File: src/rtl/mdu_iter.sv
// rtl/mdu_iter.sv - iterative MIPS multiply/divide unit with start/busy/done handshake
// Shift-add multiply (MUL_BITS per step) and restoring divide on magnitudes, sign fix-up in FIX.
module mdu_iter #(
    parameter int WIDTH    = 32,
    parameter int MUL_BITS = 2
) (
    input  logic             clk,
    input  logic             rst,
    input  logic             start,
    input  logic [1:0]       op,
    input  logic [WIDTH-1:0] a,
    input  logic [WIDTH-1:0] b,
    input  logic             cancel,
    output logic             busy,
    output logic             done,
    output logic [WIDTH-1:0] hi,
    output logic [WIDTH-1:0] lo,
    output logic             dbz
);

    localparam int MUL_STEPS = WIDTH / MUL_BITS;
    localparam int CW        = $clog2(WIDTH + 1);
    localparam logic [CW-1:0] MUL_LAST = CW'(MUL_STEPS - 1);
    localparam logic [CW-1:0] DIV_LAST = CW'(WIDTH - 1);

    typedef enum logic [2:0] {
        S_IDLE,
        S_MUL,
        S_DIV,
        S_FIX,
        S_DONE
    } state_t;

    state_t               state_q;
    logic                 div_q;
    logic                 neg_q;
    logic                 rneg_q;
    logic                 dbz_pend_q;
    logic [CW-1:0]        cnt_q;
    logic [WIDTH-1:0]     mcand_q;
    logic [2*WIDTH-1:0]   acc_q;
    logic                 busy_q;
    logic                 done_q;
    logic [WIDTH-1:0]     hi_q;
    logic [WIDTH-1:0]     lo_q;
    logic                 dbz_q;

    logic                 accept;
    logic                 a_neg;
    logic                 b_neg;
    logic [WIDTH-1:0]     a_mag;
    logic [WIDTH-1:0]     b_mag;
    logic [MUL_BITS-1:0]  digit;
    logic [WIDTH+MUL_BITS-1:0] pp;
    logic [WIDTH+MUL_BITS-1:0] msum;
    logic [WIDTH:0]       sh;
    logic                 ge;
    logic [WIDTH-1:0]     rem_d;
    logic [2*WIDTH-1:0]   acc_d;
    logic                 last_step;
    logic [2*WIDTH-1:0]   prod_fix;
    logic [WIDTH-1:0]     quo;
    logic [WIDTH-1:0]     rem;
    logic [WIDTH-1:0]     hi_d;
    logic [WIDTH-1:0]     lo_d;

    assign accept = start & ~cancel & ((state_q == S_IDLE) | (state_q == S_DONE));
    assign a_neg  = ~op[0] & a[WIDTH-1];
    assign b_neg  = ~op[0] & b[WIDTH-1];
    assign a_mag  = a_neg ? -a : a;
    assign b_mag  = b_neg ? -b : b;

    // Multiply: low half of acc holds the unconsumed multiplier bits, product shifts in from the top.
    always_comb begin
        digit = acc_q[MUL_BITS-1:0];
        pp    = {{MUL_BITS{1'b0}}, mcand_q} * {{WIDTH{1'b0}}, digit};
        msum  = {{MUL_BITS{1'b0}}, acc_q[2*WIDTH-1:WIDTH]} + pp;
    end

    // Divide: acc = {remainder, dividend/quotient}; a true remainder always fits WIDTH bits.
    always_comb begin
        sh    = acc_q[2*WIDTH-1:WIDTH-1];
        ge    = sh >= {1'b0, mcand_q};
        rem_d = ge ? (sh[WIDTH-1:0] - mcand_q) : sh[WIDTH-1:0];
    end

    always_comb begin
        acc_d     = acc_q;
        last_step = 1'b0;
        if (div_q) begin
            acc_d     = {rem_d, acc_q[WIDTH-2:0], ge};
            last_step = (cnt_q == DIV_LAST);
        end else begin
            acc_d     = {msum, acc_q[WIDTH-1:MUL_BITS]};
            last_step = (cnt_q == MUL_LAST);
        end
    end

    // Divide-by-zero leaves |a| as remainder, so the remainder sign fix restores the original a.
    always_comb begin
        prod_fix = neg_q ? -acc_q : acc_q;
        quo      = acc_q[WIDTH-1:0];
        rem      = acc_q[2*WIDTH-1:WIDTH];
        hi_d     = prod_fix[2*WIDTH-1:WIDTH];
        lo_d     = prod_fix[WIDTH-1:0];
        if (div_q) begin
            hi_d = rneg_q ? -rem : rem;
            lo_d = dbz_pend_q ? {WIDTH{1'b1}} : (neg_q ? -quo : quo);
        end
    end

    always_ff @(posedge clk or posedge rst) begin
        if (rst) begin
            state_q    <= S_IDLE;
            div_q      <= 1'b0;
            neg_q      <= 1'b0;
            rneg_q     <= 1'b0;
            dbz_pend_q <= 1'b0;
            cnt_q      <= '0;
            mcand_q    <= '0;
            acc_q      <= '0;
            busy_q     <= 1'b0;
            done_q     <= 1'b0;
            hi_q       <= '0;
            lo_q       <= '0;
            dbz_q      <= 1'b0;
        end else begin
            case (state_q)
                S_IDLE, S_DONE: begin
                    done_q <= 1'b0;
                    if (accept) begin
                        div_q      <= op[1];
                        neg_q      <= a_neg ^ b_neg;
                        rneg_q     <= op[1] & a_neg;
                        dbz_pend_q <= op[1] & (b == '0);
                        mcand_q    <= op[1] ? b_mag : a_mag;
                        acc_q      <= {{WIDTH{1'b0}}, (op[1] ? a_mag : b_mag)};
                        cnt_q      <= '0;
                        busy_q     <= 1'b1;
                        state_q    <= op[1] ? S_DIV : S_MUL;
                    end else begin
                        state_q <= S_IDLE;
                    end
                end
                S_MUL, S_DIV: begin
                    if (cancel) begin
                        busy_q  <= 1'b0;
                        state_q <= S_IDLE;
                    end else begin
                        acc_q <= acc_d;
                        cnt_q <= cnt_q + 1'b1;
                        if (last_step) begin
                            state_q <= S_FIX;
                        end
                    end
                end
                S_FIX: begin
                    if (cancel) begin
                        busy_q  <= 1'b0;
                        state_q <= S_IDLE;
                    end else begin
                        hi_q    <= hi_d;
                        lo_q    <= lo_d;
                        dbz_q   <= dbz_pend_q;
                        done_q  <= 1'b1;
                        busy_q  <= 1'b0;
                        state_q <= S_DONE;
                    end
                end
                default: begin
                    busy_q  <= 1'b0;
                    done_q  <= 1'b0;
                    state_q <= S_IDLE;
                end
            endcase
        end
    end

    assign busy = busy_q;
    assign done = done_q;
    assign hi   = hi_q;
    assign lo   = lo_q;
    assign dbz  = dbz_q;

endmodule
File: config.mk
export PLATFORM = sky130hd
export DESIGN_NAME = mdu_iter
export DESIGN_NICKNAME = d
export VERILOG_FILES = /design/src/rtl/mdu_iter.sv
export SDC_FILE = /design/constraint.sdc
export NUM_CORES = 1
export LEC_CHECK = 0
export ABC_AREA = 1
export BUFFER_PORTS_ARGS = -buffer_cell sky130_fd_sc_hd__buf_2
export CAP_MARGIN = 15
export CORE_MARGIN = 1.5
export CORE_UTILIZATION = 37
export DETAILED_ROUTE_END_ITERATION = 6
export HOLD_SLACK_MARGIN = 0.02
export PLACE_DENSITY = 0.52
export SLEW_MARGIN = 5
export SYNTH_ARGS = -nofsm -noshare
export SYNTH_HDL_FRONTEND = slang
export SYNTH_SLANG_ARGS = --single-unit
File: constraint.sdc
create_clock -name clk -period 7.75 [get_ports clk]
set_clock_uncertainty 0.2 [all_clocks]
set_input_delay 1.1625 -clock clk [delete_from_list [all_inputs] [get_ports clk]]
set_output_delay 1.1625 -clock clk [all_outputs]
set_load 0.05 [all_outputs]
==> qor.yml <==
floorplan:
  pin_count: 137
  rows: 81
  coreArea_um2: 49050
  start_util: 0.3759
  fp.dieW_um: 226.2
  dieArea_um2: 51180
  die_h_um: 226.2
worst_hold_path:
  hp-start: "busy"
  min_to: "busy"
  hold_path_depth: 2
  hold_path.class: "reg -> reg"
sta:
  max_freq_ghz: 0.2408
  post-route-min-period_ns: 4.152
  tightest_slew_ns: 1.077
  tns_ns: 0
  rsz0062_at_grt: "no"
  fin_ws_ns: 3.598
  slew_headroom: 0.2810
  setup_violations: 0
  final.period_utilization: 0.5358
  slew_viol_final: 0
  hold_viol: 0
flow_run:
  max_cap_viol_count: 0
drt:
  drc_errors: 0
  num_vias: 20780
  wl_mm: 86.03
  drt_iter0_drc: 1999
  dr.pass1.iters: 6
  wl_per_cell_um: 22.50
  drt-vias-per-instance: 5.436
  drtAntennaViolNets: 0
grt:
  use_met2: 0.5231
  grt-ovfl-total: 0
  met1_usage: 0.4510
  grt_max_degree: 76
  grt_usage: 0.3414
  grt_pass1_wl_mm: 126.8
  grt_pass1_vias: 19690
  grt-busiest-layer: "met2"
  use_met3: 0.05477
  antenna_found_initial: 0
clocking:
  cts_tree: "built"
  hold_buffers: 0
  root_buffer: "clkbuf_16"
  cts_buffers: 17
  cts_setup_buffers: 0
  clkTransAtPathRegs_ns: 0.08
  clkSinkCount: 176
  cts_resized: 0
  htree_levels: 4
  cts_buffer_depth: 2
  insertion_delay_ns: 0.52
logic_synthesis:
  netlist_area_um2: 18440
  yosysSeqAreaShare: 0.2389
  synth_area_leaders: "dfrtp_1 (24%), nand2_1 (20%), inv_1 (10%), nand3_1 (7.2%), nor2_1 (6.1%)"
  synth_commonest_cells: "nand2_1 (978), inv_1 (489), nor2_1 (301)"
  synth_area_leader_cell: "dfrtp_1"
  ys_types: 54
  synth_most_common_cell: "nand2_1"
  async_reset_ff_frac: 1.000
  yosysWarnings: 0
  syn_area_per_cell_um2: 6.022
  synth.ff_latch_count: 176
  synth_edf_count: 0
  synth_top_area_share: 0.2389
  synth-main-ff-cell: "dfrtp_1"
  synth_nets: 3235
  postSynthCellCount: 3062
power:
  combPwrFrac: 0.729
  p_seq_frac: 0.184
  p_clk_frac: 0.087
  internal_power_mw: 4.058
  ir_drop_uv: 260.6
  swShare: 0.6263
  switching_power_mw: 6.800
  leakagePower_nw: 10.82
  p_per_area_nw_per_um2: 533.6
placed_design:
  hpwl_mm: 69.62
  portBuffers: 136
  place_congestion: 1.015
  place_worst_setup_slack_ns: 3.758
cells_and_area:
  seq_area_um2: 4408
  multiInputGateArea_um2: 11750
  drive_gt1_frac: 0.07977
  diodes: 0
  nNetsFinal: 3320
  n_fill_cell: 5534
  area_delta_synth_final_pct: 10.34
setup_path:
  critPathSlowestCell: "fa_1"
  reg2reg_depth: 18
  crit_type: "reg -> reg"
  crit_arrival_ns: 4.37
  worstReg2RegStart: "acc_q[1]"
  end_kind: "flop"
  crit_required_ns: 7.97
  cp_common_cell: "nand2_1"
  cp_cell_sequence: "buf_4 > nand2_1 > inv_1 > fa_1 > ha_1 > inv_1 > fa_1 > inv_1 > nand3_1 > nand2_1 > nand2_1 > nand2_1 > nand2_1 > nand2_1 > a21oi_1 > o21ai_0 > nand3_1 > o21ai_0"
  crit_path_max_incr_delay_ns: 0.52
  reg2reg_setup_slack_ns: 3.60
  cp_max_fo: 34
  r2r-end: "acc_q[41]"
  critPathLaunchType: "flop"
run_status:
  outcome: "finished clean"
-- layout make-up --
class,instances,area share
Clock buffer,18,0.02159
Clock inverter,13,0.007810
Inverter,499,0.09243
Multi-Input combinational cell,2293,0.5774
Sequential cell,176,0.2167
Tap cell,664,0.04083
Timing Repair Buffer,160,0.04329
-- power by group through the flow --
stage / sequential, mW / combinational [mW] / clock (mW)
floorplan: 2.24 / 4.98 / 0
finish: 2.00 / 7.92 / 0.944
detailed placement: 1.99 / 7.75 / 0
CTS: 1.97 / 7.80 / 0.959
global route: 2.03 / 8.74 / 0.988
global placement: 1.97 / 7.82 / 0
-- routing by layer --
metal / vias up / routed length, um
met2: 928 / 37440
met1: 9752 / 37000
met5: - / 0
met4: 0 / 5606
met3: 185 / 5980
li1: 9916 / -
-- worst max-delay path: cells and delay by family (launching register included) --
kind | cells | cell delay (ns)
and+or+nand+nor | 8 | 1.02
DFF | 1 | 0.36
buffers and inverters | 4 | 0.64
adders and majority gates | 3 | 1.28
AOI/OAI and AO/OA | 3 | 0.53
-- registers in the layout, indices dropped and copies added (netlist names) --
| signal | cells |
|---|---|
| acc_q | 64 |
| hi | 32 |
| lo | 32 |
| mcand_q | 32 |
| cnt_q | 6 |
| state_q | 3 |
| busy | 1 |
| dbz | 1 |
| dbz_pend_q | 1 |
| div_q | 1 |
| done | 1 |
| neg_q | 1 |
| rneg_q | 1 |
-- how the worst max path moves through the flow --
stage	to	depth (start not counted)	from
floorplan	acc_q[0]	1	rst
global placement	acc_q[53]	19	acc_q[1]
detailed placement	acc_q[59]	19	acc_q[1]
CTS	acc_q[41]	18	acc_q[1]
global route	acc_q[41]	18	acc_q[1]
finish	acc_q[41]	18	acc_q[1]
-- layout by cell type, fill, tap and decap left out, types with 23 or more instances in the layout --
master,Yosys,final
a21oi_1,112,112
buf_2,13,136
buf_4,3,23
dfrtp_1,176,175
fa_1,33,33
ha_1,70,70
inv_1,489,486
nand2_1,978,978
nand3_1,267,267
nand4_1,44,44
nor2_1,301,299
nor3_1,46,46
o211ai_1,25,25
o21ai_0,147,147
o22ai_1,35,35
xor2_1,58,58
-- cell families after synthesis --
| family | share of synthesized area |
|---|---|
| adders and majority gates | 0.08333 |
| AOI/OAI and AO/OA | 0.1303 |
| muxes | 0.001221 |
| buffers and inverters | 0.1247 |
| and+or+nand+nor | 0.3879 |
| DFF | 0.2389 |
| xor gates and xnor gates | 0.03372 |
-- per-stage QoR --
step           hold WS [ns]  utilization  cell area (um^2)  instances  power [mW]
2_1_floorplan        0.2963            -             18440       3062       7.214
3_3_place_gp         0.2603       0.4020             19720       3791       9.789
3_5_place_dp         0.2603       0.4020             19720       3791       9.739
4_1_cts              0.2853       0.4142             20320       3822       10.73
5_1_grt              0.3199       0.4148             20350       3823       11.75
6_report             0.2803       0.4148             20350       3823       10.86
(Power assumes the default switching activity.)
